`config.mk`:
```
export PLATFORM = sky130hd
export DESIGN_NAME = branch_lut_loader
export DESIGN_NICKNAME = d
export VERILOG_FILES = /design/src/rtl/branch_lut_loader.sv
export SDC_FILE = /design/constraint.sdc
export NUM_CORES = 1
export LEC_CHECK = 0
export BUFFER_PORTS_ARGS = -buffer_cell sky130_fd_sc_hd__buf_2
export CAP_MARGIN = 20
export CORE_MARGIN = 3
export CORE_UTILIZATION = 50
export DETAILED_ROUTE_END_ITERATION = 6
export HOLD_SLACK_MARGIN = 0.15
export PLACE_DENSITY = 0.64
export SETUP_SLACK_MARGIN = 0.2
export SYNTH_ARGS = -nofsm -noshare
export SYNTH_HDL_FRONTEND = slang
export SYNTH_SLANG_ARGS = --single-unit
```
`constraint.sdc`:
```
create_clock -name CLK -period 2.66 [get_ports CLK]
set_clock_uncertainty 0.1 [all_clocks]
set_input_delay 0 -clock CLK [delete_from_list [all_inputs] [get_ports CLK]]
set_output_delay 0 -clock CLK [all_outputs]
set_load 0.01 [all_outputs]
```
`src/rtl/branch_lut_loader.sv`:
```
// rtl/branch_lut_loader.sv - programmable branch-target table with byte-stream loader
// Purpose: a header byte N followed by N address bytes fills table entries 0..N-1;
//          the fetch stage reads any entry combinationally, zero-extended.
// Ports:
//   CLK, reset            clock, synchronous active-high reset
//   load_start            pulse; starts a load when not busy
//   in_valid, in_data     byte stream (header, then addresses)
//   in_ready              byte accepted this cycle when in_valid is also high
//   idx, targ_addr        asynchronous table lookup
//   busy, done, err       loader status (done/err sticky until next accepted start)
//   count                 entries written by the current or last load
module branch_lut_loader #(
   parameter int ENTRIES = 32,
   parameter int ADDR_W  = 8,
   parameter int TARG_W  = 16
) (
   input  logic                       CLK,
   input  logic                       reset,
   input  logic                       load_start,
   input  logic                       in_valid,
   input  logic [ADDR_W-1:0]          in_data,
   output logic                       in_ready,
   input  logic [$clog2(ENTRIES)-1:0] idx,
   output logic [TARG_W-1:0]          targ_addr,
   output logic                       busy,
   output logic                       done,
   output logic                       err,
   output logic [$clog2(ENTRIES):0]   count
);

   localparam int IDX_W = $clog2(ENTRIES);
   localparam int CNT_W = IDX_W + 1;
   localparam logic [ADDR_W-1:0] MAX_N = ADDR_W'(ENTRIES);

   typedef enum logic [2:0] {
      S_IDLE,
      S_HDR,
      S_DATA,
      S_DONE,
      S_ERR
   } state_t;

   state_t            state_q, state_d;
   logic [CNT_W-1:0]  count_q, count_d;
   logic [CNT_W-1:0]  n_q,     n_d;
   logic [ADDR_W-1:0] table_q [ENTRIES];
   logic [ADDR_W-1:0] table_d [ENTRIES];
   logic              accept;

   always_ff @(posedge CLK) begin
      if (reset) begin
         state_q <= S_IDLE;
         count_q <= '0;
         n_q     <= '0;
         for (int i = 0; i < ENTRIES; i++) begin
            table_q[i] <= '0;
         end
      end else begin
         state_q <= state_d;
         count_q <= count_d;
         n_q     <= n_d;
         for (int i = 0; i < ENTRIES; i++) begin
            table_q[i] <= table_d[i];
         end
      end
   end

   always_comb begin
      state_d  = state_q;
      count_d  = count_q;
      n_d      = n_q;
      table_d  = table_q;
      in_ready = (state_q == S_HDR) || (state_q == S_DATA);
      busy     = in_ready;
      done     = (state_q == S_DONE);
      err      = (state_q == S_ERR);
      accept   = in_valid && in_ready;

      case (state_q)
         S_IDLE, S_DONE, S_ERR: begin
            if (load_start) begin
               state_d = S_HDR;
               count_d = '0;
            end
         end
         S_HDR: begin
            if (accept) begin
               if (in_data == '0) begin
                  state_d = S_DONE;
               end else if (in_data > MAX_N) begin
                  state_d = S_ERR;
               end else begin
                  // N <= ENTRIES here, so the low CNT_W bits hold it exactly
                  n_d     = in_data[CNT_W-1:0];
                  state_d = S_DATA;
               end
            end
         end
         S_DATA: begin
            if (accept) begin
               // count < N <= ENTRIES in this state, so the low bits are a valid index
               table_d[count_q[IDX_W-1:0]] = in_data;
               count_d = count_q + CNT_W'(1);
               if (count_d == n_q) begin
                  state_d = S_DONE;
               end
            end
         end
         default: state_d = S_IDLE;
      endcase
   end

   assign count     = count_q;
   assign targ_addr = {{(TARG_W-ADDR_W){1'b0}}, table_q[idx]};

endmodule
```
# Word level (Yosys, flattened, before mapping)
# Cells that the tools add are included.
dict set report word_totals {
  reg_bits 271
  in_bits 17
}
dict set report op_classes {
  bitwise 4
  reduce_logical 11
  n_mux 16
  n_lt_le_gt_ge 4
  addsub 1
  n_eq_ne 9
}
# op n
set op_table {}
lappend op_table {{$bwmux 256} 1}
lappend op_table {{$bmux 8 s5} 1}
lappend op_table {{$demux 8 s5} 1}
lappend op_table {{$mux 8} 3}
lappend op_table {{$mux 3} 6}
lappend op_table {{$ge 6x6->1 const B} 2}
lappend op_table {{$mux 6} 2}
lappend op_table {{$not 5->6} 2}
lappend op_table {{$pmux 6 s2} 1}
lappend op_table {{$pmux 3 s3} 1}
lappend op_table {{$gt 8x6->1 const B} 1}
lappend op_table {{$logic_not 8->1} 1}
lappend op_table {{$reduce_and 4->1} 2}
lappend op_table {{$add 6x1->6 const B} 1}
lappend op_table {{$eq 3x2->1 const B} 2}
lappend op_table {{$eq 6x6->1} 1}
lappend op_table {{$lt 6x1->1 const B} 1}
lappend op_table {{$ne 2x2->1 const B} 3}
lappend op_table {{$eq 3x1->1 const B} 1}
lappend op_table {{$eq 3x3->1 const B} 1}
lappend op_table {{$logic_not 3->1} 1}
lappend op_table {{$reduce_and 3->1} 1}
lappend op_table {{$reduce_or 3->1} 1}
lappend op_table {{$logic_and 1x1->1} 2}
lappend op_table {{other kinds (5)} 6}

# Longest topological paths before layout
# Gate-level depths: netlist of the first run.
dict set report logic_depth {
  word_depth 6
  depth_mapped 7
  depth_no_buf 6
}

# Least setup slack after synthesis of the first run
# OpenSTA, ideal clock, no wires.
dict set report synth_timing {
  kind {register to register}
  from {register count_q[0], in the netlist count[0]}
  to {register table_q[200] in the netlist's numbering}
  path_buffers 2
  t_required_ps 2432
  path_stages_with_launch 8
  path_slack_ps 734
  arrival_time_ps 1698
  setup_ps 128
  cell_sequence {dfxtp_1 > clkbuf_1 > inv_1 > ha_1 > clkbuf_1 > nand3_1 > mux2i_1 > nor2_1}
}
dict set report synth_via {
  elab_chain_cells 6
}
# element line
set synth_rtl {}
lappend synth_rtl {{start: declaration} 44} ;# logic [CNT_W-1:0] count_q, count_d;
lappend synth_rtl {{start signal: assignment} 60} ;# count_q <= count_d;
lappend synth_rtl {{$not 5->6 (implied by the code) *} 102} ;# table_d[count_q[IDX_W-1:0]] = in_data;
lappend synth_rtl {{$ge 6x6->1 (implied by the code) / $lt 6x1->1 (equally long branches)} 102}
lappend synth_rtl {{$logic_and 1x1->1 (implied by the code)} 102}
lappend synth_rtl {{$mux 8 (implied by the code)} 102}
lappend synth_rtl {{$demux 8 s5 *} 102}
lappend synth_rtl {{$bwmux 256 *} 102}
lappend synth_rtl {{end signal: indexed assignment} 63} ;# table_q[i] <= table_d[i];
lappend synth_rtl {{end: declaration} 46} ;# logic [ADDR_W-1:0] table_q [ENTRIES];
# Every way passes the cells marked *; elsewhere a longest branch is shown, timed or not.
# A chain may end at the register's enable or synchronous reset.

# Final worst setup path of the first run
dict set report layout_timing {
  from {register count_q[2], in the netlist count[2]}
  to {register table_q[233] in the netlist's numbering}
}
# Same word-level chain as after synthesis.

==> results of run 1 <==
==> final cells by class <==
type / count / area (um2) / area share, %
Multi-Input combinational cell: 744 / 6360 / 45.8
Timing Repair Buffer: 95 / 748 / 5.39
Clock buffer: 41 / 821 / 5.92
Inverter: 4 / 15.0 / 0.108
Tap cell: 319 / 399 / 2.88
Clock inverter: 10 / 106 / 0.766
Sequential cell: 271 / 5430 / 39.1
==> Yosys cell counts, drive strengths merged, types with 2 or more instances <==
master  number  area (um2)
mux4        80        1800
buf         36         228
mux2i      261        2610
ha           4        50.1
or4          2        15.0
nand2        4        15.0
xor2         2        17.5
nor4         2        12.5
a21oi        9        45.0
xnor2        5        43.8
nor3         3        20.0
dfxtp      271        5430
nor2b        3        18.8
and2         4        25.0
inv          4        15.0
a31oi        3        18.8
nand3       34         170
o21ai       10        50.1
mux2         9         101
or2          2        12.5
and3b        3        26.3
nor2       263         987
nand3b       2        15.0
clkbuf      74         278
or3b         2        17.5
nor3b        5        37.5
nor4bb       2        20.0
nand2b      10        62.6
==> through the flow <==
stage / utilization (%) / worst slack, ns / power, mW
6_report: 58.4 / 0.181 / 8.38
5_1_grt: 58.4 / 0.111 / 8.65
4_1_cts: 58.2 / 0.202 / 8.45
3_5_place_dp: 53.7 / 0.311 / 4.52
3_3_place_gp: 53.7 / 0.393 / 4.52
2_1_floorplan: - / 0.734 / 4.44
==> kinds of logic (layout without fill, tap and decap cells) <==
group           Yosys count  in the layout  share of synthesized area, %
flops                   271            271                          44.3
other cells               1              8                        0.0306
fa+ha+maj                 4              4                         0.409
buf+inv                 114            150                          4.25
mux                     350            350                          36.9
simple gates            345            345                          12.1
xor+xnor                  7              7                         0.501
compound gates           30             30                          1.45
==> critical path, stage by stage, from the launching register on <==
cell and delay [ns]:
dfxtp_1 0.41, buf_4 0.19, nor3_1 0.61, nand3_1 0.61, mux2i_1 0.35, nor2_1 0.06
==> registers in the layout (all words and copies together), names as in the netlist <==
name and flops:
state_q 3, n_q 6, count 6, table_q 256
==> power by group through the flow <==
stage	combinational (mW)	sequential, mW	clock [mW]
finish	0.373	4.07	3.94
global route	0.404	4.07	4.17
CTS	0.377	4.07	4.01
detailed placement	0.362	4.16	0
global placement	0.363	4.16	0
floorplan	0.281	4.15	0
==> layer usage <==
layer	vias up	global-route usage, %	share of wire [%]
li1	3962	-	-
met1	4068	33.0	48
met2	174	34.6	45
met3	47	2.95	4.6
met4	0	5.51	2.3
met5	-	0	0
==> path summary, 6_finish.rpt <==
kind / cells past startpoint / to / from / slack, ns
worst max-delay path: 5 / table_q[233]$_SDFFE_PP0P_ / count[2]$_SDFFE_PP0P_ / 0.18
worst min-delay path: 4 / state_q[0]$_SDFFE_PP0P_ / in_valid / 0.25
worst max register to register: 5 / table_q[233]$_SDFFE_PP0P_ / count[2]$_SDFFE_PP0P_ / 0.18
worst min register to register: 2 / table_q[24]$_SDFFE_PP0P_ / table_q[24]$_SDFFE_PP0P_ / 0.39
==> timing repair <==
item	4_1_cts	5_1_grt
endpoints found under the setup margin	1	17
hold endpoints to repair	271	0
resized for setup	1	10
hold buffers	15	0
pin swaps	0	0
==> impl_metrics.yaml, run 1 <==
status:
  outcome: "complete, no violations"
clocking:
  cts_tree: "built"
  clk_pin_slew_worst_paths_ns: 0.06
  clock_tree.buffer_depth: 3
  cts_num_sinks: 271
  postCtsSetupBuffers: 0
  cts_htree_levels: 1
  clk_tree_root_cell: "clkbuf_16"
  clock_insertion_delay_worst_skew_ns: 0.53
  tritoncts.num_buffers: 29
floorplan:
  dieWidth_um: 162
  die_y_um: 162
  initial_standard_cell_utilization_of_the_core_pct: 51.5
  placement_rows: 56
  core_region_area_um2: 23800
  die_area_um2: 26400
  ioPinCount: 43
routing:
  routed_wl_um: 29200
  remaining_drc_errors: 0
  dr_total_vias: 8251
  vias_per_cell: 5.56
  avgRoutedWirePerCell_um: 19.7
  drt_iter0_drc: 680
  drt.antenna.violating_nets: 0
  drt-pass1-iter-count: 5
logic_synthesis:
  synth-edff-count: 0
  area_of_the_mapped_netlist_um2: 12200
  synth.yosys.seq_area_share_pct: 44.3
  synthArstFlopShare_pct: 0
  most_instantiated_flip_flop_cell_in_the_synthesis_netlist: "dfxtp_1"
  avgSynthCellArea_um2: 10.9
  postSynthCellCount: 1122
  yosysWarningCount: 0
  synth.ff_latch_count: 271
  yosys.cell_types.count: 45
worst_setup_path:
  kind_of_critical_path: "flip-flop to flip-flop"
  crit_path_max_fanout: 12
  worst-endpoint-required_ns: 2.94
  arrival_time_of_the_worst_setup_path_ns: 2.76
  cp-start-kind: "flip-flop"
  endpoint_kind: "flip-flop"
sta:
  maxClockFrequency_mhz: 403
  finalCritPeriodShare_pct: 93.2
  setup_tns_ns: 0
  timing_worst_slew_pin_value_ns: 0.960
  finalHoldViolations: 0
  maxSlewHeadroom_pct: 36.0
  finalCriticalPeriod_ns: 2.48
  final_number_of_max_transition_violations: 0
  timing.hold.ws_ns: 0.246
  setup_viol: 0
  rsz0062_at_grt: "true"
placed_design:
  dp_cells: 1418
  placed_cell_area_um2: 12800
  gp_congestion: 0.831
  dp.final_hpwl_um: 18400
  port_buffers: 34
cells_and_area:
  final_design_area_no_fill_um2: 13900
  finalNetCount: 1166
  finish.cell_count_without_fillers: 1484
  area_growth_pct: 13.4
  drive_above_1_share_pct: 19.1
  final_common_cell: "dfxtp_1"
  layout_common_cells: "dfxtp_1, nor2_1, mux2i_1"
  num_antenna_cells: 0
  n_fill_cell: 2032
power:
  comb_power_share_pct: 4.5
  seq_power_share_pct: 48.6
  netSwitchingFraction_pct: 22.3
  total_leakage_power_nw: 6.95
  clkPwrFrac_pct: 47.0
  power_switching_mw: 1.87
  intPower_mw: 6.52
  power.ir.vdd_worst_mv: 0.390
  pwr_density_cell_nw_per_um2: 604
grt:
  grt_first_pass_wirelength_um: 46700
  antenna_violations_before_repair: 0
  grt_usage_pct: 22.2
  grt_overflow: 0
  grt_start_max_net_pins: 137
  grt_pass1_vias: 8131
flow_run:
  cap_viol_max_count: 0
hold_path:
  hold_path_class: "input pin to flip-flop"
(Power assumes the default switching activity.)
==> run 2, diff against run 1 <==
==> constraint.sdc (replaced) <==
create_clock -name CLK -period 2.66 [get_ports CLK]
set_clock_uncertainty 0.1 [all_clocks]
set_input_delay 0.532 -clock CLK [delete_from_list [all_inputs] [get_ports CLK]]
set_output_delay 0.532 -clock CLK [all_outputs]
set_load 0.01 [all_outputs]
==> impl_metrics.yaml, run 2 (synthesis gave the netlist of run 1 again) <==
status:
  outcome: "finished, violations left"
  failed_checks: "setup timing"
grt:
  grt_first_pass_wirelength_um: 49100
  grt_pass1_vias: 7863
  antenna_violations_before_repair: 0
  grt_overflow: 0
  grt_usage_pct: 23.9
  grt_start_max_net_pins: 112
worst_setup_path:
  worst-r2r-setup-slack_ns: 0.39
  crit_path_cell_trace: "mux4_2, mux4_2, mux2_4, buf_6"
  crit-reg2reg-capture: "table_q[10]$_SDFFE_PP0P_"
  worst-endpoint-required_ns: 2.03
  arrival_time_of_the_worst_setup_path_ns: 2.31
  critPathBufInv: 1
  critPathMostFrequentCell: "mux4_2"
  kind_of_critical_path: "flip-flop to primary output"
  critical_path.reg2reg.startpoint: "state_q[1]$_SDFFE_PP0P_"
  cpLargestDelayFamily: "multiplexers"
  crit_slowest_cell: "mux4_2"
  worstRegToRegCells: 5
  crit_path_max_fanout: 2
  critical-path-max-stage-delay_ns: 0.54
  crit_cells: 4
  endpoint_kind: "primary output"
  cp-start-kind: "flip-flop"
routing:
  drt_iter0_drc: 764
  avgRoutedWirePerCell_um: 21.2
  vias_per_cell: 5.72
  drt-pass1-iter-count: 5
  routed_wl_um: 31300
  dr_total_vias: 8455
  drt.antenna.violating_nets: 0
  remaining_drc_errors: 0
clocking:
  tritoncts.num_buffers: 29
  clock_insertion_delay_worst_skew_ns: 0.54
  clk_tree_root_cell: "clkbuf_16"
  cts_htree_levels: 1
  cts_num_sinks: 271
  cts_tree: "built"
  clk_pin_slew_worst_paths_ns: 0.06
  holdBufCountCts: 0
  clock_tree.buffer_depth: 3
power:
  intPower_mw: 6.51
  netSwitchingFraction_pct: 22.3
  p_total_mw: 8.38
  power.ir.vdd_worst_mv: 0.374
  seq_power_share_pct: 48.6
  comb_power_share_pct: 5.1
  pwr_density_cell_nw_per_um2: 593
  power_switching_mw: 1.87
  total_leakage_power_nw: 7.03
  clkPwrFrac_pct: 46.3
sta:
  rsz0062_at_grt: "true"
  finalCritPeriodShare_pct: 111
  final_number_of_max_transition_violations: 0
  timing_worst_slew_pin_value_ns: 0.784
  timing.hold.ws_ns: 0.202
  finalHoldViolations: 0
  maxSlewHeadroom_pct: 47.7
  post-route-worst-setup-slack_ns: -0.281
  setup_viol: 8
  maxClockFrequency_mhz: 340
  finalCriticalPeriod_ns: 2.94
cells_and_area:
  finalCoreUtilization_pct: 59.5
  area_growth_pct: 15.4
  num_antenna_cells: 0
  largest_reg_flops: 256
  final_common_cell: "nor2_1"
  drive_above_1_share_pct: 23.0
  regMostFlops: "table_q"
  final_design_area_no_fill_um2: 14100
  n_fill_cell: 1925
  finalNetCount: 1163
  multiInputGateArea_um2: 6430
  layout_common_cells: "nor2_1, mux2i_1, dfxtp_1"
  final-seq-area_um2: 5460
hold_path:
  hold_path_depth: 3
  hold_path_class: "input pin to flip-flop"
  min_to: "n_q[5]$_SDFFE_PP0P_"
  min-delay-start: "in_data[5]"
placed_design:
  port_buffers: 34
  gp_congestion: 0.888
  placed_cell_area_um2: 12900
  dp.final_hpwl_um: 20800
  place_ws_ns: -0.368
floorplan:
  core_region_area_um2: 23800
  initial_standard_cell_utilization_of_the_core_pct: 51.5
  die_y_um: 162
  placement_rows: 56
  ioPinCount: 43
  die_area_um2: 26400
  dieWidth_um: 162
flow_run:
  cap_viol_max_count: 0
==> run 2: changes by cell type in the layout (fill, tap and decap cells not counted), sizes merged <==
cell         change
clkinvlp         -1
inv              +1
buf             +12
clkbuf           +3
dlygate4sd3     -15
bufinv           -2
clkinv           -5
==> run 2: metrics by stage <==
step | cells | TNS [ns]
6_report | 1477 | -2.15
4_1_cts | 1477 | -2.22
2_1_floorplan | 1129 | -0.0133
3_3_place_gp | 1425 | -2.45
5_1_grt | 1477 | -2.33
3_5_place_dp | 1425 | -2.76
==> run 2: layer usage <==
layer	up-vias	wire length, um	global-route usage [%]
met5	-	0	0
met2	261	12800	32.3
met3	34	1830	3.54
met4	0	558	5.54
li1	3978	-	-
met1	4182	16100	39.6
==> run 2: how the worst max path moves through the flow <==
stage,start,endpoint
4_1_cts,table_q[5]$_SDFFE_PP0P_,targ_addr[5]
5_1_grt,table_q[5]$_SDFFE_PP0P_,targ_addr[5]
6_report,table_q[142]$_SDFFE_PP0P_,targ_addr[6]
3_3_place_gp,idx[1],targ_addr[2]
3_5_place_dp,idx[1],targ_addr[5]
2_1_floorplan,idx[1],targ_addr[0]
==> run 2: area by class of cell <==
| type | instances | share of cell area, % |
|---|---|---|
| Clock inverter | 3 | 0.151 |
| Timing Repair Buffer | 92 | 6.47 |
| Multi-Input combinational cell | 744 | 45.5 |
| Tap cell | 319 | 2.83 |
| Inverter | 4 | 0.106 |
| Sequential cell | 271 | 38.6 |
| Clock buffer | 44 | 6.32 |
==> run 2: worst reg2reg max path, stage by stage (launching register included) <==
cell and delay (ns):
dfxtp_1 0.52, nor4bb_4 0.43, buf_12 0.27, nand3_1 0.47
mux2i_1 0.30, nor2_1 0.05
==> run 2: power groups by stage <==
stage	Clock [mW]	Sequential [mW]	Combinational, mW
2_1_floorplan	0	4.15	0.301
6_report	3.88	4.07	0.430
4_1_cts	3.94	4.07	0.430
3_3_place_gp	0	4.16	0.389
3_5_place_dp	0	4.16	0.397
5_1_grt	4.11	4.07	0.462
==> run 2: repair_timing <==
item,4_1_cts,5_1_grt
gates resized for setup,40,22
cloned,4,0
setup buffers,1,0
endpoints found under the setup margin,8,30
==> run 3, diff against run 2 <==
--- a/config.mk
+++ b/config.mk
@@ -12,6 +12,7 @@
 export DETAILED_ROUTE_END_ITERATION = 6
 export HOLD_SLACK_MARGIN = 0.15
 export PLACE_DENSITY = 0.64
+export RECOVER_POWER = 50
 export SETUP_SLACK_MARGIN = 0.2
 export SYNTH_ARGS = -nofsm -noshare
 export SYNTH_HDL_FRONTEND = slang
==> impl_metrics.yaml, run 3 (synthesis gave the netlist of run 1 again) <==
status:
  outcome: "finished, violations left"
  failed_checks: "setup timing"
worst_setup_path:
  worstRegToRegCells: 5
  worst-endpoint-required_ns: 2.03
  crit_path_max_fanout: 2
  arrival_time_of_the_worst_setup_path_ns: 2.30
  kind_of_critical_path: "flip-flop to primary output"
  endpoint_kind: "primary output"
  cp-start-kind: "flip-flop"
cells_and_area:
  final_common_cell: "nor2_1"
  regMostFlops: "table_q"
  finalCoreUtilization_pct: 59.1
  drive_above_1_share_pct: 21.9
  layout_common_cells: "nor2_1, mux2i_1, dfxtp_1"
  finish.cell_count_without_fillers: 1477
  area_growth_pct: 14.7
  num_antenna_cells: 0
  finalNetCount: 1163
  largest_reg_flops: 256
grt:
  grt_overflow: 0
  antenna_violations_before_repair: 0
  grt_usage_pct: 23.9
  grt_first_pass_wirelength_um: 49100
  grt_pass1_vias: 7863
  grt_start_max_net_pins: 112
placed_design:
  dp.final_hpwl_um: 20800
  port_buffers: 34
  gp_congestion: 0.888
  place_ws_ns: -0.368
  dp_cells: 1425
floorplan:
  die_y_um: 162
  dieWidth_um: 162
  die_area_um2: 26400
  core_region_area_um2: 23800
  placement_rows: 56
  ioPinCount: 43
  initial_standard_cell_utilization_of_the_core_pct: 51.5
power:
  total_leakage_power_nw: 6.99
  power_switching_mw: 1.87
  clkPwrFrac_pct: 46.3
  comb_power_share_pct: 5.1
  power.ir.vdd_worst_mv: 0.373
  intPower_mw: 6.51
  seq_power_share_pct: 48.6
  pwr_density_cell_nw_per_um2: 597
  netSwitchingFraction_pct: 22.4
sta:
  post-route-worst-setup-slack_ns: -0.276
  setup_tns_ns: -2.15
  maxClockFrequency_mhz: 341
  finalCriticalPeriod_ns: 2.94
  timing.hold.ws_ns: 0.202
  maxSlewHeadroom_pct: 47.3
  timing_worst_slew_pin_value_ns: 0.790
  setup_viol: 8
  rsz0062_at_grt: "true"
  finalHoldViolations: 0
  final_number_of_max_transition_violations: 0
  finalCritPeriodShare_pct: 110
clocking:
  cts_tree: "built"
  cts_num_sinks: 271
  tritoncts.num_buffers: 29
  cts_htree_levels: 1
  clk_pin_slew_worst_paths_ns: 0.06
  clk_tree_root_cell: "clkbuf_16"
  clock_tree.buffer_depth: 3
  clock_insertion_delay_worst_skew_ns: 0.54
routing:
  dr_total_vias: 8412
  drt.antenna.violating_nets: 0
  drt-pass1-iter-count: 5
  vias_per_cell: 5.70
  wl_met1_um: 16200
  wl_met2_um: 12700
  remaining_drc_errors: 0
  route.top_layer_used: "met4"
  met3_length_um: 1790
  routed_wl_um: 31400
  avgRoutedWirePerCell_um: 21.2
  drt_iter0_drc: 673
hold_path:
  hold_path_class: "input pin to flip-flop"
  hold_path_depth: 3
flow_run:
  cap_viol_max_count: 0
==> run 3: changes by cell type in the layout (fill, tap and decap cells not counted), moves of 4 or more <==
| cell | change |
|---|---|
| clkbuf_2 | +15 |
| clkbuf_1 | +6 |
| buf_2 | -4 |
| buf_4 | -17 |
==> run 3: final timing paths <==
kind                                 start                         to  slack [ns]
setup / recovery  table_q[26]$_SDFFE_PP0P_               targ_addr[2]       -0.28
hold / removal                  in_data[5]        n_q[5]$_SDFFE_PP0P_        0.20
setup reg to reg   state_q[1]$_SDFFE_PP0P_  table_q[145]$_SDFFE_PP0P_        0.17
hold reg to reg        n_q[1]$_SDFFE_PP0P_        n_q[1]$_SDFFE_PP0P_        0.39
==> run 3: metal layers <==
layer	vias up	GRT usage [%]
met5	-	0
met4	0	5.54
met3	37	3.54
met2	253	32.3
met1	4146	39.6
li1	3976	-
==> run 3: layout make-up <==
type,instances,area [um2]
clock buffers,44,892
clock inverters,3,21.3
fillers,1943,9710
inverters,4,15.0
multi-input cells,744,6400
flip-flops and latches,271,5460
well taps,319,399
repair buffers,92,863
==> run 3: power by group through the flow <==
stage	sequential, mW	clock (mW)	combinational (mW)
final	4.07	3.88	0.428
after global routing	4.07	4.11	0.459
after CTS	4.07	3.94	0.430
after detailed placement	4.16	0	0.397
after global placement	4.16	0	0.389
after floorplan	4.15	0	0.301
==> run 3: critical path, cell delays in order, from the launching register on <==
cell     delay [ns]
dfxtp_1        0.33
mux4_2         0.48
mux4_2         0.53
mux2_4         0.30
buf_6          0.12
==> run 3: metrics by stage <==
step           cell area (um2)  power [mW]
2_1_floorplan            12400        4.46
3_3_place_gp             12900        4.55
3_5_place_dp             12900        4.56
4_1_cts                  14000        8.44
5_1_grt                  14000        8.64
6_report                 14000        8.38
==> run 3: timing repair <==
item / 4_1_cts / 5_1_grt
gates cloned: 4 / 0
resized for setup: 40 / 22
endpoints found under the setup margin: 8 / 30
buffers inserted: 1 / 0
hold buffers: 0 / 0
